### config.mk
export PLATFORM = sky130hd
export DESIGN_NAME = upower_multicycle_control
export DESIGN_NICKNAME = d
export VERILOG_FILES = /design/src/rtl/upower_multicycle_control.sv
export SDC_FILE = /design/constraint.sdc
export NUM_CORES = 1
export LEC_CHECK = 0
export ABC_AREA = 1
export CELL_PAD_IN_SITES_DETAIL_PLACEMENT = 1
export CELL_PAD_IN_SITES_GLOBAL_PLACEMENT = 2
export CORE_ASPECT_RATIO = 1.5
export CORE_MARGIN = 3
export CORE_UTILIZATION = 28
export CTS_CLUSTER_DIAMETER = 100
export CTS_CLUSTER_SIZE = 30
export DETAILED_ROUTE_END_ITERATION = 8
export HOLD_SLACK_MARGIN = 0.15
export PLACE_DENSITY_LB_ADDON = 0.3
export SYNTH_ARGS = -nofsm -noshare
export SYNTH_HDL_FRONTEND = slang
export SYNTH_SLANG_ARGS = --single-unit
### constraint.sdc
create_clock -name clk -period 1.8 [get_ports clk]
set_input_delay 0.18 -clock clk [delete_from_list [all_inputs] [get_ports clk]]
set_output_delay 0.18 -clock clk [all_outputs]
set_load 0.02 [all_outputs]
### src/rtl/upower_multicycle_control.sv
// Multi-cycle control unit for the uPower load/store and R/I datapath.
// Walks IDLE -> DECODE -> EXEC -> (MEM) -> WB, handshaking with fetch and
// with a variable-latency data memory.
module upower_multicycle_control #(
    parameter int unsigned MEM_TIMEOUT = 16,
    parameter int unsigned CNT_W       = 16
) (
    input  logic             clk,
    input  logic             rst,
    input  logic [31:0]      instruction,
    input  logic             instr_valid,
    output logic             instr_ready,
    input  logic             mem_ready,
    output logic             RegWrite,
    output logic             MemRead,
    output logic             MemWrite,
    output logic             MemtoReg,
    output logic             ALUSrc,
    output logic [1:0]       RegDst,
    output logic             XO,
    output logic [3:0]       ALU_OP,
    output logic             done,
    output logic             illegal,
    output logic             bus_error,
    output logic [CNT_W-1:0] retired_count
);

    localparam int unsigned TMO_W = (MEM_TIMEOUT > 1) ? $clog2(MEM_TIMEOUT) : 1;
    localparam logic [TMO_W-1:0] TMO_MAX = TMO_W'(MEM_TIMEOUT - 1);

    localparam logic [5:0] OP_LWZ  = 6'd32;
    localparam logic [5:0] OP_STW  = 6'd36;
    localparam logic [5:0] OP_ADDI = 6'd14;
    localparam logic [5:0] OP_ORI  = 6'd24;
    localparam logic [5:0] OP_ANDI = 6'd28;
    localparam logic [5:0] OP_XO   = 6'd31;
    localparam logic [9:0] XO_ADD  = 10'd266;
    localparam logic [9:0] XO_SUBF = 10'd40;

    typedef enum logic [2:0] {
        S_IDLE,
        S_DECODE,
        S_EXEC,
        S_MEM,
        S_WB
    } state_t;

    // Decoded control fields held from EXEC until the instruction leaves.
    typedef struct packed {
        logic [3:0] alu_op;
        logic       alu_src;
        logic       xo;
        logic [1:0] reg_dst;
        logic       mem_to_reg;
        logic       is_load;
        logic       is_store;
    } ctrl_t;

    state_t           state_q, state_d;
    logic [31:0]      ir_q, ir_d;
    ctrl_t            ctrl_q, ctrl_d;
    ctrl_t            dec;
    logic             dec_ok;
    logic [TMO_W-1:0] tmo_q, tmo_d;
    logic [CNT_W-1:0] cnt_q, cnt_d;
    logic             instr_ready_q, instr_ready_d;
    logic             reg_write_q, reg_write_d;
    logic             mem_read_q, mem_read_d;
    logic             mem_write_q, mem_write_d;
    logic             ir_unused;

    // Register, immediate and displacement fields are consumed by the datapath.
    assign ir_unused = ^{ir_q[25:11], ir_q[0]};

    // Instruction decode from the held instruction register.
    always_comb begin
        dec    = '0;
        dec_ok = 1'b1;
        case (ir_q[31:26])
            OP_LWZ:  begin
                dec.alu_op = 4'b0010; dec.alu_src = 1'b1; dec.xo = 1'b1;
                dec.reg_dst = 2'b10; dec.mem_to_reg = 1'b1; dec.is_load = 1'b1;
            end
            OP_STW:  begin
                dec.alu_op = 4'b0010; dec.alu_src = 1'b1; dec.xo = 1'b1;
                dec.is_store = 1'b1;
            end
            OP_ADDI: begin
                dec.alu_op = 4'b0010; dec.alu_src = 1'b1; dec.xo = 1'b1;
                dec.reg_dst = 2'b10;
            end
            OP_ORI:  begin
                dec.alu_op = 4'b0001; dec.alu_src = 1'b1;
            end
            OP_ANDI: begin
                dec.alu_op = 4'b0000; dec.alu_src = 1'b1;
            end
            OP_XO:   begin
                if (ir_q[10:1] == XO_ADD) begin
                    dec.alu_op = 4'b0010; dec.xo = 1'b1; dec.reg_dst = 2'b10;
                end else if (ir_q[10:1] == XO_SUBF) begin
                    dec.alu_op = 4'b0110; dec.xo = 1'b1; dec.reg_dst = 2'b10;
                end else begin
                    dec_ok = 1'b0;
                end
            end
            default: dec_ok = 1'b0;
        endcase
    end

    // Next-state, pulse outputs and next values of the registered controls.
    always_comb begin
        state_d   = state_q;
        ir_d      = ir_q;
        ctrl_d    = ctrl_q;
        tmo_d     = tmo_q;
        cnt_d     = cnt_q;
        done      = 1'b0;
        illegal   = 1'b0;
        bus_error = 1'b0;
        case (state_q)
            S_IDLE: begin
                if (instr_valid && instr_ready_q) begin
                    ir_d    = instruction;
                    state_d = S_DECODE;
                end
            end
            S_DECODE: begin
                if (dec_ok) begin
                    ctrl_d  = dec;
                    state_d = S_EXEC;
                end else begin
                    illegal = 1'b1;
                    state_d = S_IDLE;
                end
            end
            S_EXEC: begin
                tmo_d   = '0;
                state_d = (ctrl_q.is_load || ctrl_q.is_store) ? S_MEM : S_WB;
            end
            S_MEM: begin
                if (mem_ready) begin
                    tmo_d = '0;
                    if (ctrl_q.is_load) begin
                        state_d = S_WB;
                    end else begin
                        done    = 1'b1;
                        cnt_d   = cnt_q + CNT_W'(1);
                        ctrl_d  = '0;
                        state_d = S_IDLE;
                    end
                end else if (tmo_q == TMO_MAX) begin
                    bus_error = 1'b1;
                    tmo_d     = '0;
                    ctrl_d    = '0;
                    state_d   = S_IDLE;
                end else begin
                    tmo_d = tmo_q + TMO_W'(1);
                end
            end
            S_WB: begin
                done    = 1'b1;
                cnt_d   = cnt_q + CNT_W'(1);
                ctrl_d  = '0;
                state_d = S_IDLE;
            end
            default: begin
                ctrl_d  = '0;
                state_d = S_IDLE;
            end
        endcase
        instr_ready_d = (state_d == S_IDLE);
        reg_write_d   = (state_d == S_WB);
        mem_read_d    = (state_d == S_MEM) && ctrl_d.is_load;
        mem_write_d   = (state_d == S_MEM) && ctrl_d.is_store;
    end

    // State and registered control outputs; reset drops any memory access at once.
    always_ff @(posedge clk or negedge rst) begin
        if (!rst) begin
            state_q       <= S_IDLE;
            ir_q          <= '0;
            ctrl_q        <= '0;
            tmo_q         <= '0;
            cnt_q         <= '0;
            instr_ready_q <= 1'b1;
            reg_write_q   <= 1'b0;
            mem_read_q    <= 1'b0;
            mem_write_q   <= 1'b0;
        end else begin
            state_q       <= state_d;
            ir_q          <= ir_d;
            ctrl_q        <= ctrl_d;
            tmo_q         <= tmo_d;
            cnt_q         <= cnt_d;
            instr_ready_q <= instr_ready_d;
            reg_write_q   <= reg_write_d;
            mem_read_q    <= mem_read_d;
            mem_write_q   <= mem_write_d;
        end
    end

    assign instr_ready   = instr_ready_q;
    assign RegWrite      = reg_write_q;
    assign MemRead       = mem_read_q;
    assign MemWrite      = mem_write_q;
    assign MemtoReg      = ctrl_q.mem_to_reg;
    assign ALUSrc        = ctrl_q.alu_src;
    assign RegDst        = ctrl_q.reg_dst;
    assign XO            = ctrl_q.xo;
    assign ALU_OP        = ctrl_q.alu_op;
    assign retired_count = cnt_q;

endmodule

==> qor.yml <==
grt_use_total_pct: 13.0
fillers: 1040
postRouteAntennaNets: 0
period_share_pct: 93.1
synthArstFlopShare_pct: 100
drt_first_pass_iters: 4
first_global_vias: 2380
mostFrequentLayoutCell: "nand2_1"
synth_xor_area_share_pct: 5.51
cp_common_cell: "nor2_2"
yosys.area_share.simple_pct: 26.3
row_count: 41
finalSetupTns_ps: 0
fmax_mhz: 597
post-route-drc-count: 0
antennaDiodeCount: 0
fin_crit_ps: 1680
antenna_found_initial: 0
hold_viol_final: 0
vdd_ir_drop_max_v: 0.000554
worst_ep_required_time_ps: 1620
worst_pin_slew_ps: 566
layout_common_cells: "nand2_1, dfrtp_1, clkdlybuf4s50_1, nor2_1, buf_4"
max_cap_viol_count: 0
globalRouteOverflowTotal: 0
syn_avg_cell_area_um2: 8.79
cp_num_buf_inv: 2
cp-end-kind: "primary output"
drt-total-wl_mm: 6.14
critPathArrivalTime_ps: 1500
yosysWarnings: 0
grt_max_degree: 31
drt-initial-drc-count: 79
start_kind: "register"
synth_cells: 289
seq_area_um2: 1300
path_cells: "nor2_2, nand4_1, nand2_1, nor2_2, nand3_2, inv_1, buf_4"
yosysSeqAreaShare_pct: 51.3
core_area_um2: 8620
clk_pin_slew_ps: 70
cts_inserted_buffers: 5
portBuffers: 49
min_path_type: "in2async"
synth-edff-count: 0
io_pins: 68
crit_fanout: 5
criticalPathCategory: "reg2out"
die_x_um: 83.8
slowest_delay_ps: 410
synth_compound_area_share_pct: 6.84
path_delay_family: "simple AND/OR/NAND/NOR gates"
area_growth_pct: 40.1
nets: 407
synth_seq_cells: 52
clock_latency_ps: 290
slew_violations: 0
hpwlAfterDp_mm: 4.83
synth_top_family_by_area: "simple AND/OR/NAND/NOR gates"
synth_cell_types: 36
dieHeight_um: 123
synthMuxAreaShare_pct: 1.33
fin_area_um2: 3560
cts_sinks: 52
slowest_stage: "dfrtp_1"
routabilityCongestion: 0.731
multi_input_area_um2: 1070
vias: 2170
dieArea_um2: 10300
synth_area_um2: 2540
path_depth: 7
via_per_inst: 4.55
status: "finished, final reports clean"
wl_per_cell_um: 12.9
root_buffer: "clkbuf_16"
reg2reg_depth: 9
p_per_area_nw_per_um2: 1210
finalSetupViolations: 0
initial_core_util_pct: 29.5
leakagePower_uw: 0.00176
fin_skew_ps: 6.15
cts_max_level: 2
grt_pass1_wl_mm: 10.7
clock_path_buffers: 2
tritoncts: "done"
synth_ff_type: "dfrtp_1"
dpl_cell_area_um2: 3350
synthAdderAreaFrac_pct: 0.985
slew-limit-headroom_pct: 62.3
drive_gt1_share_pct: 20.0
flip-flops by register name (all words and copies together), names as in the netlist:
register and count:
RegWrite 1, MemRead 1, tmo_q 4, retired_count 16
state_q 3, MemtoReg 1, ir_q 16, ctrl_q 2
instr_ready 1, RegDst 1, MemWrite 1, XO 1
ALUSrc 1, ALU_OP 3
cells by family after synthesis:
| group | Yosys count |
|---|---|
| buffers and inverters | 43 |
| flip-flops | 52 |
| multiplexers | 3 |
| adder cells (fa/ha/maj) | 2 |
| other | 1 |
| XOR/XNOR | 16 |
| AND/OR/NAND/NOR | 141 |
| AO/OA/AOI/OAI | 31 |
metrics by stage:
step	hold slack, ps	cells	power [uW]	util, %	setup slack [ps]
after floorplan	-116	290	2560	-	296
after global placement	199	467	3200	38.9	-28.5
after detailed placement	211	467	3250	38.9	-65.3
after CTS	423	476	4400	41.2	-17.8
after global routing	448	477	4690	41.3	-0.277
final	405	477	4320	41.3	125
power by group:
part           total, uW  internal (uW)  switching (uW)
Clock               1110            661             444
Combinational       1500            688             814
Sequential          1710           1480             226
Total               4320           2830            1480
timing repair:
item | CTS | global route
buffers inserted | 0 | 1
endpoints found under the setup margin | 3 | 9
resized for setup | 12 | 9
hold buffers | 1 | 0
hold endpoints to repair | 21 | 0
pin swaps | 0 | 3
metal layers:
metal	GRT usage (%)	vias up	wire, um	share of wire, %
met5	0	-	0	0
met4	4.02	0	115	1.9
met3	2.62	11	248	4.0
met2	25.7	46	3500	57
met1	13.5	1051	2270	37
li1	-	1062	-	-
cell usage after synthesis (all sizes together) (2+ instances only):
library cell  count  area share [%]
mux2              3             1.3
nand2            66              11
nor3              8             2.4
nand4             5             1.2
inv              33             4.9
o21bai            2            0.59
buf               9             2.6
o21ai             6             1.2
nor2             43             7.2
xor2             12             4.1
dfrtp            51              50
nand3b            4             1.2
ha                2            0.98
a31oi             2            0.74
nand3            13             3.1
a21oi            20             3.9
xnor2             4             1.4
worst paths after layout:
check / slack, ps / from / end
setup / recovery: 120 / ir_q[26]$_DFFE_PN0P_ / illegal
min in group clk: 450 / instruction[30] / ir_q[30]$_DFFE_PN0P_
hold reg to reg: 480 / MemtoReg$_DFFE_PN0P_ / MemtoReg$_DFFE_PN0P_
max in group asynchronous: 820 / rst / ir_q[29]$_DFFE_PN0P_
setup reg to reg: 180 / tmo_q[0]$_DFFE_PN0P_ / MemWrite$_DFF_PN0_
hold / removal: 400 / rst / retired_count[2]$_DFFE_PN0P_
layout make-up:
cell class / instances / share of cell area, %
clock buffers: 5 / 3.51
clock inverters: 3 / 1.30
inverters: 33 / 3.48
multi-input cells: 195 / 30.2
flip-flops and latches: 52 / 36.6
well taps: 107 / 3.76
repair buffers: 82 / 21.2
Note: power is estimated with default switching activity, not from simulation.
==> patch 1, RTL diff (same settings) <==
Register the output `retired_count` once more, cleared by the reset; this adds one clock of latency there. The other outputs are not delayed to match.
--- a/src/rtl/upower_multicycle_control.sv
+++ b/src/rtl/upower_multicycle_control.sv
@@ -210,5 +210,11 @@
     assign XO            = ctrl_q.xo;
     assign ALU_OP        = ctrl_q.alu_op;
-    assign retired_count = cnt_q;
+    always_ff @(posedge clk or negedge rst) begin
+        if (!rst) begin
+            retired_count <= '0;
+        end else begin
+            retired_count <= cnt_q;
+        end
+    end
 
 endmodule
Function: changed (a bounded check fails within 10 cycles, from zero or initial values and one cycle with rst low).
==> patch 1 against the unedited design <==
  * Clock skew grew 0.0026 ns
  * Routed wire length grew 8.8%
  * Sequential cell count rose by 16
  * Cell area is 15% higher
  * Global-route usage fell by 0.26 points
  * Power up 38%
  * Die area grew 14%
  * Area after synthesis rose by 15%
  * Worst setup slack lost 0.043 ns
  * Largest cell class unchanged
  * Count of clock-buffer cells in the layout increased by 7
  * Fmax decreased by 2.5%
==> patch 1: results (changes against the unedited design) <==
[run_status]
status=finished, final reports clean

[detailed_routing]
wl_met2_um=3520  ; +0.34%
drtIter0Drc=64  ; -19%
wl_met1_um=2800  ; +23%

[finish]
fin_nets=429  ; +5.4%
drive_gt1_share_pct=19.7  ; -0.30 points
fillCellCount=1173  ; +13%

[global_routing]
use_met2_pct=21.1  ; -4.7 points
grt_util_met1_pct=15.0  ; +1.5 points
grt_start_max_net_pins=49  ; +58%
grt_use_met3_pct=3.76  ; +1.1 points
grt_pass1_vias=2459  ; +3.3%
grt_usage_pct=12.7  ; -0.26 points

[power_and_ir_drop]
p_per_area_nw_per_um2=1460  ; +20%
vdd_drop_max_v=0.000568  ; +2.5%

[critical_path]
reg2reg_depth=13  ; +4
crit_fanout=4  ; -1
arrival_ns=1.54  ; +0.04 ns
r2r_start=state_q[2]$_DFF_PN0_

[yosys]
synthTopCellsByCount=nand2_1 (85), dfrtp_1 (67), nor2_1 (34)
synth_cells=311  ; +7.6%
yosys-top-cells-area=dfrtp_1 (57%), nand2_1 (11%), nor2_1 (4.4%)
synthMuxAreaShare_pct=0  ; -1.3 points
synth_compound_area_share_pct=5.52  ; -1.3 points
synth_cell_types=32  ; -11%

[placed_design]
hpwl_um=4990  ; +3.3%
place_ws_ns=-0.0521  ; +0.0131 ns
gp_congestion=0.751  ; +2.6%
dp.cells=488  ; +4.5%

[timing]
fmax_ghz=0.582  ; -2.5%

[clocking]
htreeDepth=3  ; +1
clock_latency_ns=0.33  ; +0.04 ns

patch 1: changes by cell type in the layout (fill, tap and decap cells not counted), moves of 3 or more:
cell,unedited run,this run
mux2_2,3,0
dfrtp_1,50,65
nand2_1,60,82
nor2_1,34,28
clkbuf_16,5,9
a21oi_1,20,10
buf_4,31,24
nor3_1,5,8
nor2_4,0,3
o21ai_0,5,14
xor2_1,12,8
patch 1: kinds of logic after synthesis:
family	Yosys count
other	1
adders and majority gates	2
AOI/OAI and AO/OA	29
xor gates and xnor gates	12
and+or+nand+nor	159
buffers and inverters	40
DFF	68
patch 1: cell type report:
class	count	area, µm²	share of cell area, %
clock inverter	4	47.5	1.16
inverter	32	120	2.93
tap	117	146	3.58
clock buffer	12	256	6.27
sequential	68	1710	41.7
timing repair buffer	76	719	17.6
multi-input combinational	204	1100	26.8
patch 1: power breakdown:
group | leakage [nW] | switching (mW) | internal [mW]
registers | 0.879 | 0.310 | 1.95
clock network | 0.149 | 0.627 | 1.14
logic | 0.979 | 1.10 | 0.840
==> patch 2, RTL diff (same settings) <==
Without the edit above. Set the parameter `CNT_W` to 14 (it was 16).
--- a/src/rtl/upower_multicycle_control.sv
+++ b/src/rtl/upower_multicycle_control.sv
@@ -4,5 +4,5 @@
 module upower_multicycle_control #(
     parameter int unsigned MEM_TIMEOUT = 16,
-    parameter int unsigned CNT_W       = 16
+    parameter int unsigned CNT_W       = 14
 ) (
     input  logic             clk,
Ports: changed (resized retired_count); port bits go from 68 to 66. The function was not compared with the original's and may differ.
==> patch 2 against the unedited design <==
  * Critical path depth is 1 lower
  * Cell area decreased by 8.8%
  * Utilization down 1.3 points
  * Final cell count shrank 8.6%
  * Clock skew barely moved
  * Area after synthesis down 7.5%
  * Power decreased by 2.4%
  * Sequential share of layout area grew 1.9 points
  * Routed wire length is 11% lower
  * Worst setup slack worse by 0.019 ns
  * Sequential cell count fell by 2
  * Sequential power decreased by 2%
  * Count of clock-buffer cells in the layout stayed put
==> patch 2: results (changes against the unedited design) <==
[global_routing]
grt_start_max_net_pins=29  ; -6.5%
grt_util_met1_pct=13.4  ; -0.10 points
grt_pass1_vias=2055  ; -14%
use_met2_pct=22.9  ; -2.8 points
grt_pass1_wl_um=9380  ; -13%
grt_use_met3_pct=3.05  ; +0.43 points

[critical_path]
crit_path_end=done
r2r_start=ir_q[26]$_DFFE_PN0P_
startpoint=state_q[2]$_DFF_PN0_
timing.rr.end=XO$_DFFE_PN0P_
path_delay_family=buffers and inverters
critPathSlowestCell=dfrtp_1
crit_fanout=6  ; +1

[power_and_ir_drop]
vdd_drop_max_v=0.000647  ; +17%
swShare_pct=37.6  ; +3.2 points
total_power_mw=4.21  ; -2.4%
p_seq_share_pct=39.7  ; about the same
combPwrFrac_pct=37.8  ; +3.0 points
leakage_nw=1.59  ; -9.7%

[detailed_routing]
highest_layer=met4
vias=1930  ; -11%
wl_met1_um=2140  ; -5.6%
dr.pass1.iters=3  ; -1
viasPerCell=4.43  ; -2.7%
wl_met3_um=222  ; -10%
routed_wirelength_um=5460  ; -11%
wl_met2_um=3000  ; -15%
drtIter0Drc=53  ; -33%

[placed_design]
dp.cells=427  ; -8.6%
hpwl_um=4340  ; -10%
place_ws_ns=-0.0442  ; +0.0210 ns
gp_congestion=0.734  ; +0.34%
placed_cell_area_um2=3080  ; -8.2%

[clocking]
root_buffer=clkbuf_16
cts_repair_resize_count=9  ; -3

[yosys]
synth_compound_area_share_pct=6.71  ; -0.14 points
yosys-top-cells-area=dfrtp_1 (52%), nand2_1 (10%), inv_1 (3.8%)
synth-seq-area-share_pct=53.3  ; +2.0 points
synthAdderAreaFrac_pct=1.06  ; +0.080 points
synth_cells=258  ; -11%
synthMuxAreaShare_pct=0.479  ; -0.85 points
synthTopCellsByCount=nand2_1 (64), dfrtp_1 (49), inv_1 (24)

[finish]
fin_nets=368  ; -9.6%
drive_gt1_share_pct=18.7  ; -1.3 points

[timing]
clock_skew_ns=0.00581  ; -0.000343 ns

[run_status]
status=finished, final reports clean

## patch 2: changes by cell type after synthesis, moves of 3 or more
cell,change
xor2_1,-6
o21ai_0,+10
inv_1,-6
nor2_1,-17
a21oi_1,-14
nand3b_1,-3
xnor2_1,+3
## patch 2: area by class of cell
class                   instances  area, µm²
clock buffers                   5        125
clock inverters                 3       21.3
fillers                       978       4860
inverters                      26       97.6
multi-input cells             175        976
flip-flops and latches         50       1250
well taps                     105        131
repair buffers                 72        644
## patch 2: worst min-delay path by stage
stage,start,end,slack [ns],cells past startpoint
global placement,rst,tmo_q[0]$_DFFE_PN0P_,0.21,2
detailed placement,rst,tmo_q[3]$_DFFE_PN0P_,0.21,2
CTS,rst,retired_count[3]$_DFFE_PN0P_,0.42,3
finish,rst,tmo_q[3]$_DFFE_PN0P_,0.41,3
global route,instruction[26],ir_q[26]$_DFFE_PN0P_,0.44,3
floorplan,rst,ALUSrc$_DFFE_PN0P_,-0.12,0
